===== config.mk =====
export PLATFORM = sky130hd
export DESIGN_NAME = reorder_buffer
export DESIGN_NICKNAME = d
export VERILOG_FILES = /design/src/rtl/reorder_buffer_pkg.sv /design/src/rtl/reorder_buffer_lookup.sv /design/src/rtl/reorder_buffer.sv
export SDC_FILE = /design/constraint.sdc
export NUM_CORES = 1
export LEC_CHECK = 0
export BUFFER_PORTS_ARGS = -buffer_cell sky130_fd_sc_hd__buf_4
export CORE_ASPECT_RATIO = 1.4
export CORE_MARGIN = 3
export CORE_UTILIZATION = 45
export DETAILED_ROUTE_END_ITERATION = 7
export HOLD_SLACK_MARGIN = 0.12
export PLACE_DENSITY = 0.74
export SKIP_LAST_GASP = 1
export SYNTH_ARGS = -nofsm -noshare
export SYNTH_HDL_FRONTEND = slang
export SYNTH_HIERARCHICAL = 1
export SYNTH_SLANG_ARGS = --single-unit

===== constraint.sdc =====
create_clock -name clk_in -period 6.2 [get_ports clk_in]
set_input_delay 1.55 -clock clk_in [delete_from_list [all_inputs] [get_ports clk_in]]
set_output_delay 1.55 -clock clk_in [all_outputs]
set_load 0.1 [all_outputs]

===== src/rtl/reorder_buffer_pkg.sv =====
// Shared ROB sizing and types; reservation stations use the same IDX_W tags.
package reorder_buffer_pkg;

    localparam int ROB_DEPTH = 8;
    localparam int IDX_W     = $clog2(ROB_DEPTH);
    localparam int XLEN      = 32;
    localparam int NUM_SRC   = 2;

    typedef struct packed {
        logic            busy;
        logic            done;
        logic [4:0]      rd;
        logic [XLEN-1:0] value;
    } rob_entry_t;

    typedef struct packed {
        logic             valid;
        logic [IDX_W-1:0] idx;
        logic [XLEN-1:0]  value;
    } cdb_t;

endpackage


===== src/rtl/reorder_buffer_lookup.sv =====
// Combinational operand read by ROB tag, with same-cycle CDB bypass.
module rob_lookup_port
    import reorder_buffer_pkg::*;
(
    input  logic [ROB_DEPTH-1:0]           busy,
    input  logic [ROB_DEPTH-1:0]           done,
    input  logic [ROB_DEPTH-1:0][XLEN-1:0] value_arr,
    input  cdb_t                           cdb,
    input  logic [IDX_W-1:0]               idx,
    output logic                           ready,
    output logic [XLEN-1:0]                value
);

    logic hit;

    assign hit   = cdb.valid && (cdb.idx == idx);
    // a broadcast only counts for an entry that is actually in flight
    assign ready = busy[idx] && (done[idx] || hit);
    assign value = hit ? cdb.value : value_arr[idx];

endmodule


===== src/rtl/reorder_buffer.sv =====
// Circular reorder buffer: tags issued at dispatch, CDB capture, in-order retire.
module reorder_buffer
    import reorder_buffer_pkg::*;
(
    input  logic             clk_in,
    input  logic             rst_in,
    input  logic             flush_in,
    input  logic             alloc_valid_in,
    input  logic [4:0]       alloc_rd_in,
    output logic             alloc_ready_out,
    output logic [IDX_W-1:0] alloc_idx_out,
    input  logic             cdb_valid_in,
    input  logic [IDX_W-1:0] cdb_idx_in,
    input  logic [XLEN-1:0]  cdb_value_in,
    input  logic [IDX_W-1:0] src1_idx_in,
    input  logic [IDX_W-1:0] src2_idx_in,
    output logic             src1_ready_out,
    output logic [XLEN-1:0]  src1_value_out,
    output logic             src2_ready_out,
    output logic [XLEN-1:0]  src2_value_out,
    output logic             commit_valid_out,
    input  logic             commit_ready_in,
    output logic [4:0]       commit_rd_out,
    output logic [XLEN-1:0]  commit_value_out,
    output logic [IDX_W-1:0] commit_idx_out,
    output logic [IDX_W:0]   count_out,
    output logic             empty_out
);

    localparam logic [IDX_W:0] FULL_CNT = (IDX_W+1)'(ROB_DEPTH);

    rob_entry_t [ROB_DEPTH-1:0]           ent_q;
    logic [IDX_W-1:0]                     head_q, tail_q;
    logic [IDX_W:0]                       count_q;
    logic                                 alloc_fire, wb_fire, commit_fire;
    cdb_t                                 cdb;
    logic [ROB_DEPTH-1:0]                 busy_vec, done_vec;
    logic [ROB_DEPTH-1:0][XLEN-1:0]       value_vec;
    logic [NUM_SRC-1:0][IDX_W-1:0]        src_idx;
    logic [NUM_SRC-1:0]                   src_ready;
    logic [NUM_SRC-1:0][XLEN-1:0]         src_value;

    assign cdb = '{valid: cdb_valid_in, idx: cdb_idx_in, value: cdb_value_in};

    // ready looks only at registered count, so a full buffer stays full for
    // one cycle even when the head retires, and commit_ready_in never reaches it
    assign alloc_ready_out  = (count_q < FULL_CNT);
    assign alloc_fire       = alloc_valid_in && alloc_ready_out;
    assign wb_fire          = cdb_valid_in && ent_q[cdb_idx_in].busy;
    assign commit_valid_out = ent_q[head_q].busy && ent_q[head_q].done;
    assign commit_fire      = commit_valid_out && commit_ready_in;

    assign alloc_idx_out    = tail_q;
    assign commit_rd_out    = ent_q[head_q].rd;
    assign commit_value_out = ent_q[head_q].value;
    assign commit_idx_out   = head_q;
    assign count_out        = count_q;
    assign empty_out        = (count_q == '0);

    always_ff @(posedge clk_in) begin
        if (!rst_in || flush_in) begin
            head_q  <= '0;
            tail_q  <= '0;
            count_q <= '0;
            for (int i = 0; i < ROB_DEPTH; i++) begin
                ent_q[i].busy <= 1'b0;
                ent_q[i].done <= 1'b0;
            end
        end else begin
            for (int i = 0; i < ROB_DEPTH; i++) begin
                if (alloc_fire && (tail_q == IDX_W'(i))) begin
                    ent_q[i].busy <= 1'b1;
                    ent_q[i].done <= 1'b0;
                    ent_q[i].rd   <= alloc_rd_in;
                end
                if (wb_fire && (cdb_idx_in == IDX_W'(i))) begin
                    ent_q[i].done  <= 1'b1;
                    ent_q[i].value <= cdb_value_in;
                end
                // tail==head with both firing needs a full buffer, which blocks alloc
                if (commit_fire && (head_q == IDX_W'(i))) begin
                    ent_q[i].busy <= 1'b0;
                    ent_q[i].done <= 1'b0;
                end
            end
            head_q  <= head_q + IDX_W'(commit_fire);
            tail_q  <= tail_q + IDX_W'(alloc_fire);
            count_q <= count_q + (IDX_W+1)'(alloc_fire) - (IDX_W+1)'(commit_fire);
        end
    end

    for (genvar g = 0; g < ROB_DEPTH; g++) begin : g_flat
        assign busy_vec[g]  = ent_q[g].busy;
        assign done_vec[g]  = ent_q[g].done;
        assign value_vec[g] = ent_q[g].value;
    end

    assign src_idx = {src2_idx_in, src1_idx_in};

    for (genvar s = 0; s < NUM_SRC; s++) begin : g_src
        rob_lookup_port u_lookup (
            .busy      (busy_vec),
            .done      (done_vec),
            .value_arr (value_vec),
            .cdb       (cdb),
            .idx       (src_idx[s]),
            .ready     (src_ready[s]),
            .value     (src_value[s])
        );
    end

    assign src1_ready_out = src_ready[0];
    assign src1_value_out = src_value[0];
    assign src2_ready_out = src_ready[1];
    assign src2_value_out = src_value[1];

endmodule

After elaboration in Yosys (flattened, before gate mapping)
Index checks and enable logic that the tools add are counted.
{ "classes": {"add_sub_neg": 4, "n_lt_le_gt_ge": 5, "n_eq_ne": 23, "muxes": 34, "bitwise": 1, "n_reduce_logical": 72} }
{ "ops": {"columns": ["cell", "count"], "rows": [
  ["binary-select mux 39 bit (select 3 bit)", 2],
  ["binary-select mux 32 bit (select 3 bit)", 2],
  ["two-way mux 32 bit", 4],
  ["two-way mux 39 bit", 2],
  ["two-way mux 6 bit", 8],
  ["equality test 3 bit, second input constant", 12],
  ["logical AND 1 bit", 32],
  ["AND reduction 2 bit", 16],
  ["equality test 3 x 2 -> 1 bit, second input constant", 6],
  ["< comparator 3 x 4 -> 1 bit, second input constant", 4],
  ["nonzero test 2 bit", 8],
  ["OR reduction 2 bit", 8],
  ["binary-select mux 1 bit (select 3 bit)", 4],
  ["two-way mux 1 bit", 12],
  ["equality test 3 x 1 -> 1 bit, second input constant", 3],
  ["logical NOT 3 bit", 3],
  ["adder 3 x 1 -> 3 bit", 2],
  ["equality test 3 bit", 2],
  ["adder 4 x 1 -> 4 bit", 1],
  ["logical NOT 4 bit", 1],
  ["< comparator 4 bit, second input constant", 1],
  ["subtractor 4 x 1 -> 4 bit", 1],
  ["logical OR 1 bit", 3],
  ["logical NOT 1 bit", 1],
  ["inverter 1 bit", 1]
]} }
{ "word_totals": {"ff_bits": 322, "out_inout_bits": 116, "wordCells": 174} }

Depth between registers and ports, before layout
{ "depth": {"word_depth": 6, "mapped_depth": 12} }

Modules after synthesis
Netlist, hierarchy kept.
{ "modules_own_cells": {"columns": ["mod", "instances", "cells_each", "area_per_inst_um2"], "rows": [
  ["reorder_buffer", 1, 686, 12705.9],
  ["rob_lookup_port", 2, 164, 2481.1]
]} }

Worst setup path before layout
Ideal clock, no wire load.
{ "synth_path": {"path_type": "in2out", "startpoint": "input src1_idx_in[1]", "endpoint": "output src1_ready_out", "arrival_time_ns": 4.772, "required_ns": 4.650, "slack_ns": -0.122, "path_stages": 6, "path_cell_list": "clkbuf_1 buf_2 buf_2 mux4_2 a41oi_1 o32ai_1"} }
{ "synth_via": {"elab_chain_len": 4, "elab_cells_between_ends": 8, "cone_classes": "eq/ne (1); mux (4); reduce/logical (3)"} }
{ "synth_rtl": {"columns": ["element", "line", "rtl"], "rows": [
  ["from (decl)", "reorder_buffer.sv:15", "input logic [IDX_W-1:0] src1_idx_in,"],
  ["binary-select mux 1 bit (select 3 bit) or equality test 3 bit (tied branches)", "reorder_buffer_lookup.sv:18, reorder_buffer_lookup.sv:16", null],
  ["two-way mux 1 bit (not written as such) or logical AND 1 bit (tied branches)", "reorder_buffer_lookup.sv:18, reorder_buffer_lookup.sv:16", null],
  ["logical OR 1 bit", "reorder_buffer_lookup.sv:18", "assign ready = busy[idx] && (done[idx] || hit);"],
  ["logical AND 1 bit (*)", "reorder_buffer_lookup.sv:18", null],
  ["to (decl)", "reorder_buffer.sv:17", "output logic src1_ready_out,"]
]} }
Mark *: on every way between the ends. The rest lies on a longest branch, timed or not. The select of a mux whose other input is x is not followed.

Final worst setup path
{ "layout_path": {"startpoint": "input src1_idx_in[0]", "endpoint": "output src1_value_out[22]"} }
{ "layout_via": {"elab_chain_len": 3, "elab_cells_between_ends": 5, "cone_classes": "eq/ne (1); mux (3); reduce/logical (1)"} }
{ "layout_rtl": {"columns": ["element", "line", "rtl"], "rows": [
  ["binary-select mux 32 bit (select 3 bit) or equality test 3 bit (tied branches)", "reorder_buffer_lookup.sv:19, reorder_buffer_lookup.sv:16", null],
  ["two-way mux 32 bit (not written as such) or logical AND 1 bit (tied branches)", "reorder_buffer_lookup.sv:19, reorder_buffer_lookup.sv:16", null],
  ["two-way mux 32 bit (*)", "reorder_buffer_lookup.sv:19", "assign value = hit ? cdb.value : value_arr[idx];"],
  ["to (decl)", "reorder_buffer.sv:18", "output logic [XLEN-1:0] src1_value_out,"]
]} }
Marked as above.

==> results.json <==
{
  "outcome": "completed",
  "finalWirelength_um": 45100,
  "grt_pass1_wl_um": 67800,
  "wire_per_inst_um": 26.3,
  "clock_sinks": 322,
  "path_delay_family": "multiplexers",
  "critPathMostFrequentCell": "buf_4",
  "r2r_end": "count_out[2]",
  "drtIter0Drc": 830,
  "yosys.area.top_type": "edfxtp_1",
  "routed_via_density": 6.21,
  "remaining_drc_errors": 0,
  "grt_util_met2_pct": 38.7,
  "clkPwrFrac_pct": 39.2,
  "setup_violations": 0,
  "fin_nets": 1229,
  "tns_ns": 0,
  "use_met1_pct": 26.0,
  "layout-drive-gt1-share_pct": 49.7,
  "antenna_found_initial": 1,
  "path_cells": "buf_4, buf_4, mux4_2, mux2_2, mux2_2, buf_4",
  "io_buffers": 167,
  "die_w_um": 173,
  "rsz0062_at_grt": "false",
  "overflow": 0,
  "switching_share_pct": 26.1,
  "detail-route-antenna-nets": 0,
  "post_cts_resize_count": 0,
  "cts_hold_buf": 0,
  "cts_max_level": 1,
  "path_clk_slew_ns": 0.07,
  "finalClockSkew_ns": 0.0205,
  "cts_setup_buffers": 0,
  "yosys.area.top_type_share_pct": 50.3,
  "worstSetupStartpoint": "src1_idx_in[0]",
  "initial_core_util_pct": 45.8,
  "crit_type": "in -> out",
  "die-height_um": 240,
  "relSlewSlack_pct": 30.9,
  "num_io_pins": 168,
  "p_sw_mw": 1.35,
  "synthCells": 1014,
  "cts_tree": "done",
  "r2r-start": "commit_idx_out[1]",
  "avgSynthCellArea_um2": 17.4,
  "grt_usage_pct": 21.4,
  "hold_end": "done_vec[3]",
  "cts.path.max_buffers": 3,
  "leakage_nw": 6.89,
  "r2r_cells": 11,
  "critical_path_buf_inv_count": 3,
  "dp_hpwl_um": 27900,
  "slew_viol_final": 0,
  "combPwrFrac_pct": 14.9,
  "gp_congestion": 0.850,
  "final-hold-violation-count": 0,
  "vdd_drop_max_v": 0.000222,
  "reg2reg_slack_ns": 2.91,
  "ys_seq_area_share_pct": 53.3,
  "max_stage_delay_ns": 0.54,
  "synth_area_um2": 17700,
  "grt_pass1_vias": 11300,
  "fill_cells": 3077,
  "crit_path_max_fanout": 23,
  "hold_depth": 2,
  "vias": 10700,
  "worst_pin_slew_ns": 1.04,
  "rows": 85,
  "maxCapViolCount": 0,
  "p_int_mw": 3.82,
  "clk_latency_ns": 0.58,
  "cts_buffers": 31,
  "clockRootBuffer": "clkbuf_16",
  "yosys-top-cells-area": "edfxtp_1, mux4_2, mux2_2",
  "coreArea_um2": 38600,
  "cp.required_ns": 4.65,
  "power_mw": 5.17,
  "powerDensity_nw_per_um2": 251,
  "period_minus_slack_ns": 5.25,
  "clock.fmax_mhz": 190,
  "firstDrtPassIters": 5,
  "hp-start": "done_vec[3]",
  "ys_warn_count": 6,
  "ys_seq_elements": 322,
  "endpoint_kind": "output pin",
  "seqPwrFrac_pct": 45.9,
  "grt_busiest_layer": "met2",
  "ys_types": 48,
  "worstSetupStartpointType": "primary input",
  "fin_crit_sh_pct": 84.7,
  "hold_path.class": "reg -> reg",
  "cpMaxStageDelayCell": "mux4_2",
  "area_growth_pct": 16.4,
  "dieArea_um2": 41700,
  "arrival_ns": 3.70,
  "grtUsageMet3_pct": 3.62,
  "grt_max_degree": 63,
  "syn_nets": 1076
}
-- final cells by class --
type / instances / area, µm² / share of cell area (%)
flip-flops and latches: 322 / 9420 / 45.8
multi-input cells: 602 / 7790 / 37.9
repair buffers: 199 / 1560 / 7.57
clock buffers: 34 / 787 / 3.83
well taps: 522 / 653 / 3.18
clock inverters: 24 / 307 / 1.49
inverters: 11 / 41.3 / 0.201
diodes: 1 / 2.50 / 0.0122
-- worst max path at each step --
stage                         end  slack, ns  depth (start not counted)
2_1_floorplan           empty_out       0.73                          3
3_3_place_gp   src1_value_out[23]       0.92                          6
3_5_place_dp   src1_value_out[23]       0.91                          6
4_1_cts        src1_value_out[23]       0.91                          6
5_1_grt        src1_value_out[23]       0.78                          7
6_report       src1_value_out[22]       0.95                          6
-- worst reg2reg max path, delay by kind of cell (launching register included) --
family                   cells  cell delay (ns)
adder cells (fa/ha/maj)      3             0.86
AND/OR/NAND/NOR              2             0.18
buffers and inverters        3             0.58
AO/OA/AOI/OAI                2             0.35
flip-flops                   1             1.01
XOR/XNOR                     1             0.16
-- power by group through the flow --
stage / combinational [mW] / sequential [mW] / clock (mW)
finish: 0.770 / 2.37 / 2.02
floorplan: 0.575 / 2.43 / 0
global route: 0.800 / 2.37 / 2.14
CTS: 0.775 / 2.37 / 2.07
detailed placement: 0.773 / 2.42 / 0
global placement: 0.769 / 2.42 / 0
-- synth_stat cells, drive strengths merged --
| master | count |
|---|---|
| a41oi | 4 |
| a21boi | 1 |
| xnor2 | 8 |
| nand4 | 6 |
| and3b | 3 |
| nor3b | 2 |
| dfxtp | 26 |
| buf | 57 |
| or3b | 1 |
| nor3 | 9 |
| o21a | 1 |
| mux4 | 212 |
| and3 | 1 |
| o41ai | 3 |
| mux2i | 1 |
| nand3b | 2 |
| a21o | 1 |
| o41a | 1 |
| a221oi | 1 |
| xor2 | 1 |
| o221ai | 1 |
| o21ai | 9 |
| nand2b | 4 |
| inv | 11 |
| nand3 | 7 |
| clkbuf | 22 |
| nor2b | 9 |
| nor2 | 20 |
| o211ai | 1 |
| o32ai | 2 |
| nand2 | 126 |
| fa | 1 |
| nor4 | 1 |
| ha | 9 |
| or2 | 2 |
| and2 | 5 |
| mux2 | 128 |
| a31o | 3 |
| edfxtp | 296 |
| a31oi | 2 |
| a21oi | 14 |
-- placed cells by master, fill, tap and decap left out, types with 8 or more instances in the layout --
cell type / count
a21oi_1: 14
buf_4: 194
clkbuf_16: 31
dfxtp_1: 23
edfxtp_1: 296
ha_1: 9
inv_1: 9
mux2_2: 116
mux2_4: 12
mux4_1: 19
mux4_2: 193
nand2_1: 126
nor2_1: 15
nor3_1: 8
o21ai_0: 9
xnor2_1: 8
-- flip-flops by register name, indices dropped and copies added (netlist names) --
| register | flops |
|---|---|
| ent_q | 296 |
| busy_vec | 8 |
| done_vec | 8 |
| count_out | 4 |
| alloc_idx_out | 3 |
| commit_idx_out | 3 |
-- per-stage QoR --
step           instance area [µm²]  hold WS, ns  std cells  setup WS [ns]  util, %
2_1_floorplan                17700        0.461       1014          0.730        -
3_3_place_gp                 19500        0.492       1656          0.922     50.4
3_5_place_dp                 19500        0.503       1656          0.912     50.4
4_1_cts                      20600        0.512       1714          0.909     53.2
5_1_grt                      20600        0.541       1715          0.784     53.2
6_report                     20600        0.519       1715          0.948     53.2
-- kinds of logic after synthesis --
family / share of synthesized area (%)
flip-flops: 53.3
AO/OA/AOI/OAI: 1.69
buffers and inverters: 3.05
adder cells (fa/ha/maj): 0.751
AND/OR/NAND/NOR: 4.91
XOR/XNOR: 0.446
multiplexers: 35.9
-- per-layer routing --
metal / vias to the layer above / share of wire [%]
li1: 4518 / -
met1: 5562 / 36
met2: 492 / 53
met3: 80 / 7.6
met4: 0 / 3.2
met5: - / 0
No activity file was read; power rests on OpenSTA's default activity.
